<file path="src/rtl/dit_ifft8.sv">
// dit_ifft8: iterative 8-point radix-2 DIT inverse FFT with one time-shared
// butterfly, 1/2 scaling per stage, valid/ready frame handshake on both sides.
module dit_ifft8 (
    input  logic        clk,
    input  logic        rst,
    input  logic        in_valid,
    output logic        in_ready,
    input  logic [63:0] x_real,
    input  logic [63:0] x_img,
    output logic        out_valid,
    input  logic        out_ready,
    output logic [63:0] y_real,
    output logic [63:0] y_img
);

    localparam int unsigned N  = 8;
    localparam int unsigned DW = 8;   // sample width
    localparam int unsigned CW = 9;   // twiddle width (must hold +128)
    localparam int unsigned PW = 18;  // product/accumulator width
    localparam int unsigned TW = 10;  // rotated operand width
    localparam int unsigned SW = 11;  // butterfly sum width

    typedef enum logic [1:0] {IDLE, CALC, DONE} state_e;

    state_e               state_q;
    logic [1:0]           s_q;
    logic [1:0]           b_q;
    logic signed [DW-1:0] mem_re_q [N];
    logic signed [DW-1:0] mem_im_q [N];
    logic signed [DW-1:0] mem_re_d [N];
    logic signed [DW-1:0] mem_im_d [N];

    logic [2:0]           p_c;
    logic [2:0]           q_c;
    logic [1:0]           k_c;
    logic signed [CW-1:0] c_c;
    logic signed [CW-1:0] sn_c;
    logic signed [PW-1:0] acc_re_c;
    logic signed [PW-1:0] acc_im_c;
    logic signed [TW-1:0] t_re_c;
    logic signed [TW-1:0] t_im_c;
    logic signed [SW-1:0] sum_re_c;
    logic signed [SW-1:0] sum_im_c;
    logic signed [SW-1:0] dif_re_c;
    logic signed [SW-1:0] dif_im_c;

    function automatic logic [2:0] bitrev3(input logic [2:0] k);
        return {k[0], k[1], k[2]};
    endfunction

    function automatic logic signed [DW-1:0] sat8(input logic signed [SW-1:0] v);
        if (v > 11'sd127)
            return 8'sd127;
        else if (v < -11'sd128)
            return -8'sd128;
        else
            return DW'(v);
    endfunction

    // Butterfly pair and twiddle index for the current (stage, butterfly)
    always_comb begin
        p_c = '0;
        q_c = '0;
        k_c = '0;
        case (s_q)
            2'd0: begin
                p_c = {b_q, 1'b0};
                q_c = {b_q, 1'b1};
            end
            2'd1: begin
                p_c = {b_q[1], 1'b0, b_q[0]};
                q_c = {b_q[1], 1'b1, b_q[0]};
                k_c = {b_q[0], 1'b0};
            end
            default: begin
                p_c = {1'b0, b_q};
                q_c = {1'b1, b_q};
                k_c = b_q;
            end
        endcase
    end

    // Inverse twiddle W^-k as (cos, sin) in Q1.7
    always_comb begin
        c_c  = 9'sd128;
        sn_c = 9'sd0;
        case (k_c)
            2'd0: begin c_c = 9'sd128;  sn_c = 9'sd0;   end
            2'd1: begin c_c = 9'sd91;   sn_c = 9'sd91;  end
            2'd2: begin c_c = 9'sd0;    sn_c = 9'sd128; end
            default: begin c_c = -9'sd91; sn_c = 9'sd91; end
        endcase
    end

    // Scaled butterfly; produces the memory image after this cycle's update
    always_comb begin
        acc_re_c = PW'(mem_re_q[q_c]) * PW'(c_c)  - PW'(mem_im_q[q_c]) * PW'(sn_c);
        acc_im_c = PW'(mem_re_q[q_c]) * PW'(sn_c) + PW'(mem_im_q[q_c]) * PW'(c_c);
        t_re_c   = TW'(acc_re_c >>> 7);
        t_im_c   = TW'(acc_im_c >>> 7);
        sum_re_c = SW'(mem_re_q[p_c]) + SW'(t_re_c);
        sum_im_c = SW'(mem_im_q[p_c]) + SW'(t_im_c);
        dif_re_c = SW'(mem_re_q[p_c]) - SW'(t_re_c);
        dif_im_c = SW'(mem_im_q[p_c]) - SW'(t_im_c);
        mem_re_d = mem_re_q;
        mem_im_d = mem_im_q;
        mem_re_d[p_c] = sat8(sum_re_c >>> 1);
        mem_im_d[p_c] = sat8(sum_im_c >>> 1);
        mem_re_d[q_c] = sat8(dif_re_c >>> 1);
        mem_im_d[q_c] = sat8(dif_im_c >>> 1);
    end

    // Frame FSM: bit-reversed load, 12 butterfly cycles, held result
    always_ff @(posedge clk or negedge rst) begin
        if (!rst) begin
            state_q   <= IDLE;
            s_q       <= '0;
            b_q       <= '0;
            in_ready  <= 1'b1;
            out_valid <= 1'b0;
            y_real    <= '0;
            y_img     <= '0;
            for (int i = 0; i < N; i++) begin
                mem_re_q[i] <= '0;
                mem_im_q[i] <= '0;
            end
        end else begin
            case (state_q)
                IDLE: begin
                    if (in_valid) begin
                        for (int k = 0; k < N; k++) begin
                            mem_re_q[bitrev3(3'(k))] <= x_real[DW*k +: DW];
                            mem_im_q[bitrev3(3'(k))] <= x_img[DW*k +: DW];
                        end
                        s_q      <= '0;
                        b_q      <= '0;
                        in_ready <= 1'b0;
                        state_q  <= CALC;
                    end
                end
                CALC: begin
                    mem_re_q <= mem_re_d;
                    mem_im_q <= mem_im_d;
                    b_q      <= b_q + 2'd1;
                    if (b_q == 2'd3)
                        s_q <= s_q + 2'd1;
                    if (s_q == 2'd2 && b_q == 2'd3) begin
                        s_q       <= '0;
                        out_valid <= 1'b1;
                        state_q   <= DONE;
                        for (int n = 0; n < N; n++) begin
                            y_real[DW*n +: DW] <= mem_re_d[n];
                            y_img[DW*n +: DW]  <= mem_im_d[n];
                        end
                    end
                end
                DONE: begin
                    if (out_ready) begin
                        out_valid <= 1'b0;
                        in_ready  <= 1'b1;
                        state_q   <= IDLE;
                    end
                end
                default: state_q <= IDLE;
            endcase
        end
    end

endmodule

</file>
<file path="config.mk">
export PLATFORM = sky130hd
export DESIGN_NAME = dit_ifft8
export DESIGN_NICKNAME = d
export VERILOG_FILES = /design/src/rtl/dit_ifft8.sv
export SDC_FILE = /design/constraint.sdc
export NUM_CORES = 1
export LEC_CHECK = 0
export CORE_MARGIN = 2
export CORE_UTILIZATION = 30
export CTS_BUF_LIST = sky130_fd_sc_hd__clkbuf_16
export DETAILED_ROUTE_END_ITERATION = 10
export PLACE_DENSITY_LB_ADDON = 0.1
export SLEW_MARGIN = 20
export SYNTH_ARGS = -nofsm -noshare
export SYNTH_HDL_FRONTEND = slang
export SYNTH_SLANG_ARGS = --single-unit
</file>
<file path="constraint.sdc">
create_clock -name clk -period 11.14 [get_ports clk]
set_input_delay 2.785 -clock clk [delete_from_list [all_inputs] [get_ports clk]]
set_output_delay 2.785 -clock clk [all_outputs]
set_load 0.01 [all_outputs]
</file>
==> metrics.txt <==
proportion of netlist area held by the largest area contributor=a little over a quarter; placed insts=4,226; die area=0.08509 mm^2; Synth Area in XOR/XNOR=around 2.4%; die outline height=291.7 um; # DRC=0; Core ar.=between 0.08 and 0.09 mm^2; flop2flop setup slack=0.51 ns; DR WL/cell=25.81 um; synth-to-layout area growth=22.28%; final wirelength=110,800 um; initial antenna violation count=3; clock slew at reported path FFs=approximately 0.07 ns; total negative slack=0 ns; IO buf count=261; worst r2r dst=mem_im_q[40]; Top FF cell, synth=dfrtp_1; endpoints failing setup=0; Yosys warning count=0; Critical Path Max Stage Delay=0.57 ns; placed inst area=just under 0.03 mm^2; Clock Skews=0.03969 ns; combinational family with the most area after synthesis=adder cells; Synth Register Bits=264; Slew HR=20.43%; layout cells sized above 1=around 8.6%; final hold vios=0; WHS Endpoint=y_real[18]; multiplexer share of the synthesized area=1.824%; Total GRT Usage=25.64%; first-pass GRT wire length=roughly 160,000 um; syn_area_per_cell=8.458 um^2; later-pin clock latency in the skew report=just over 0.6 ns; Max Cap Viol=0; hold depth=2; Worst-Margin Slew=1.191 ns; syn nets=3,454; EDFF count, synth=0; Synth cell types=between 80 and 90; worst setup path start=s_q[1]; fmax=94.07 MHz; Clk Tree Root Cell=clkbuf_16; async set or reset register ratio after synthesis=100.0%; CTS Buf Count=31; final instance area=0.03036 mm^2; Layout Cells excl Fill=about 4,300; simple-gate area share of the yosys netlist=13.70%; FILL cells=approximately 8,500; outcome=complete, no violations; Startpoint Class=flip-flop; vias in the first global route=24,130; CP Capture Type=flip-flop; TritonCTS clock tree=done; gr ovfl total=0; hold path startpoint=y_real[18]; Rows=105; Synth Area in Compound Gates=22.02%; clk buf depth=3; register area=about 0.0066 mm^2; I/O Pins=262; largest net degree at the start of global routing=155; cell taking the most area after synthesis=dfrtp_1; sequential fraction of the synthesis area=26.61%; R2R cell count=between 40 and 50; minimum clock period after layout=10.63 ns; drt first pass iters=6; DR vias/cell=between 5 and 6; Layout Nets=3,712; gpl congestion=around 0.92; Worst EP required=~12 ns; Post-Syn Area=between 0.02 and 0.025 mm^2; top post-synthesis cells by area=dfrtp_1 27%, fa_1 17%, ha_1 9.1%; Arr. time, crit path=11.18 ns; post-detailed-placement half-perimeter wirelength=between 80,000 and 90,000 um; area of the multi-input gates=0.01650 mm^2; critical path class=reg -> reg; CP dominant cell by count=fa_1; Slew Viols, Final=0; Worst path slowest cell=dfrtp_2; FF-to-FF Start=s_q[1]; Hold Crit Class=reg -> reg; die width=between 200 and 300 um; post-route ant nets=0; initial cell density of the core=30.29%; vias after detailed routing=23,670; Post-Syn Instances=2,936; clock sinks=264; final worst path period share=95.43%; crit-path max FO=20; CTS H-tree depth=1; initial DRC count=1,905; Adder-Cell Fraction of Synth Area=approximately 26%
-- cell usage after synthesis (11+ instances only) --
master / count
inv_1: 335
nand2_1: 335
dfrtp_1: 263
o21ai_0: 256
nor2_1: 243
a21oi_1: 226
fa_1: 206
ha_1: 180
clkbuf_1: 142
o22ai_1: 117
xnor2_1: 48
nor3_1: 45
a31oi_1: 43
o211ai_1: 37
a211oi_1: 31
and3_1: 28
mux2i_1: 25
a21o_1: 23
nand3_1: 21
and2_1: 20
o21a_1: 18
o22a_1: 18
a22oi_1: 17
xor2_1: 17
mux2_2: 16
nand2b_1: 16
nor2b_1: 14
nand3b_1: 12
buf_1: 11
or2_2: 11
-- area by class of cell --
type | count | area share (%)
multi-input cells | 2166 | 54.34
well taps | 1070 | 4.409
diodes | 3 | 0.02472
clock buffers | 31 | 2.555
repair buffers | 393 | 12.05
clock inverters | 27 | 0.6552
inverters | 338 | 4.191
flip-flops and latches | 264 | 21.77
-- through the flow --
step / hold slack, ns / util, % / setup slack, ns
floorplan: 0.4606 / - / 1.290
global placement: 0.4668 / 35.65 / -0.08122
detailed placement: 0.4697 / 35.65 / -0.1205
CTS: 0.4880 / 36.85 / 0.02908
global route: 0.5100 / 37.03 / -0.007828
finish: 0.4811 / 37.04 / 0.5096
-- per-layer routing --
| metal | global-route usage [%] | vias up | wire length [um] | share of wire, % |
|---|---|---|---|---|
| li1 | - | 10590 | - | - |
| met1 | 36.62 | 11930 | 49440 | 45 |
| met2 | 40.83 | 997 | 50400 | 45 |
| met3 | 3.075 | 151 | 7577 | 6.8 |
| met4 | 7.078 | 2 | 3356 | 3.0 |
| met5 | 0 | - | 10 | 0.0090 |
-- flip-flops by register name, indices dropped and copies added (netlist names) --
signal     count
y_img         64
b_q            2
s_q            2
out_valid      1
mem_im_q      64
in_ready       1
y_real        64
state_q        2
mem_re_q      64
-- cell usage in the layout, fill, tap and decap left out, types with 19 or more instances in the layout --
| cell | Yosys | routed |
|---|---|---|
| a211oi_1 | 31 | 28 |
| a21o_1 | 23 | 23 |
| a21oi_1 | 226 | 223 |
| a31oi_1 | 43 | 43 |
| and2_1 | 20 | 20 |
| and3_1 | 28 | 28 |
| buf_4 | 1 | 128 |
| clkbuf_16 | 0 | 31 |
| clkdlybuf4s50_1 | 0 | 260 |
| dfrtp_1 | 263 | 260 |
| fa_1 | 206 | 206 |
| ha_1 | 180 | 180 |
| inv_1 | 335 | 338 |
| mux2i_1 | 25 | 25 |
| nand2_1 | 335 | 332 |
| nand3_1 | 21 | 19 |
| nor2_1 | 243 | 236 |
| nor3_1 | 45 | 39 |
| o211ai_1 | 37 | 37 |
| o21ai_0 | 256 | 249 |
| o22ai_1 | 117 | 116 |
| xnor2_1 | 48 | 47 |
-- worst max path at each step --
stage,end,slack [ns],cells after the start
2_1_floorplan,y_img[13],1.29,44
3_3_place_gp,mem_im_q[40],-0.08,39
3_5_place_dp,mem_im_q[40],-0.12,38
4_1_cts,mem_im_q[40],0.03,39
5_1_grt,mem_im_q[40],-0.008,41
6_report,mem_im_q[40],0.51,41
-- cell families after synthesis --
group                    after synthesis
adder cells (fa/ha/maj)              386
AO/OA/AOI/OAI                        894
multiplexers                          42
buffers and inverters                506
AND/OR/NAND/NOR                      778
XOR/XNOR                              66
flip-flops                           264
-- worst max-delay path, delay by kind of cell (launching register included) --
kind | cells | cell delay [ns]
xor gates and xnor gates | 1 | 0.20
muxes | 2 | 0.30
buffers and inverters | 7 | 1.15
AOI/OAI and AO/OA | 14 | 3.04
adders and majority gates | 8 | 3.76
DFF | 1 | 0.57
and+or+nand+nor | 9 | 1.50
-- timing repair --
action	4_1_cts	5_1_grt
hold buffers	0	0
resized for setup	2	33
pin swaps	0	1
setup endpoints to repair	16	219
setup buffers	0	5
Power is not shown: default switching activity piles up to over one toggle a cycle in this logic, so the estimate is an artifact.
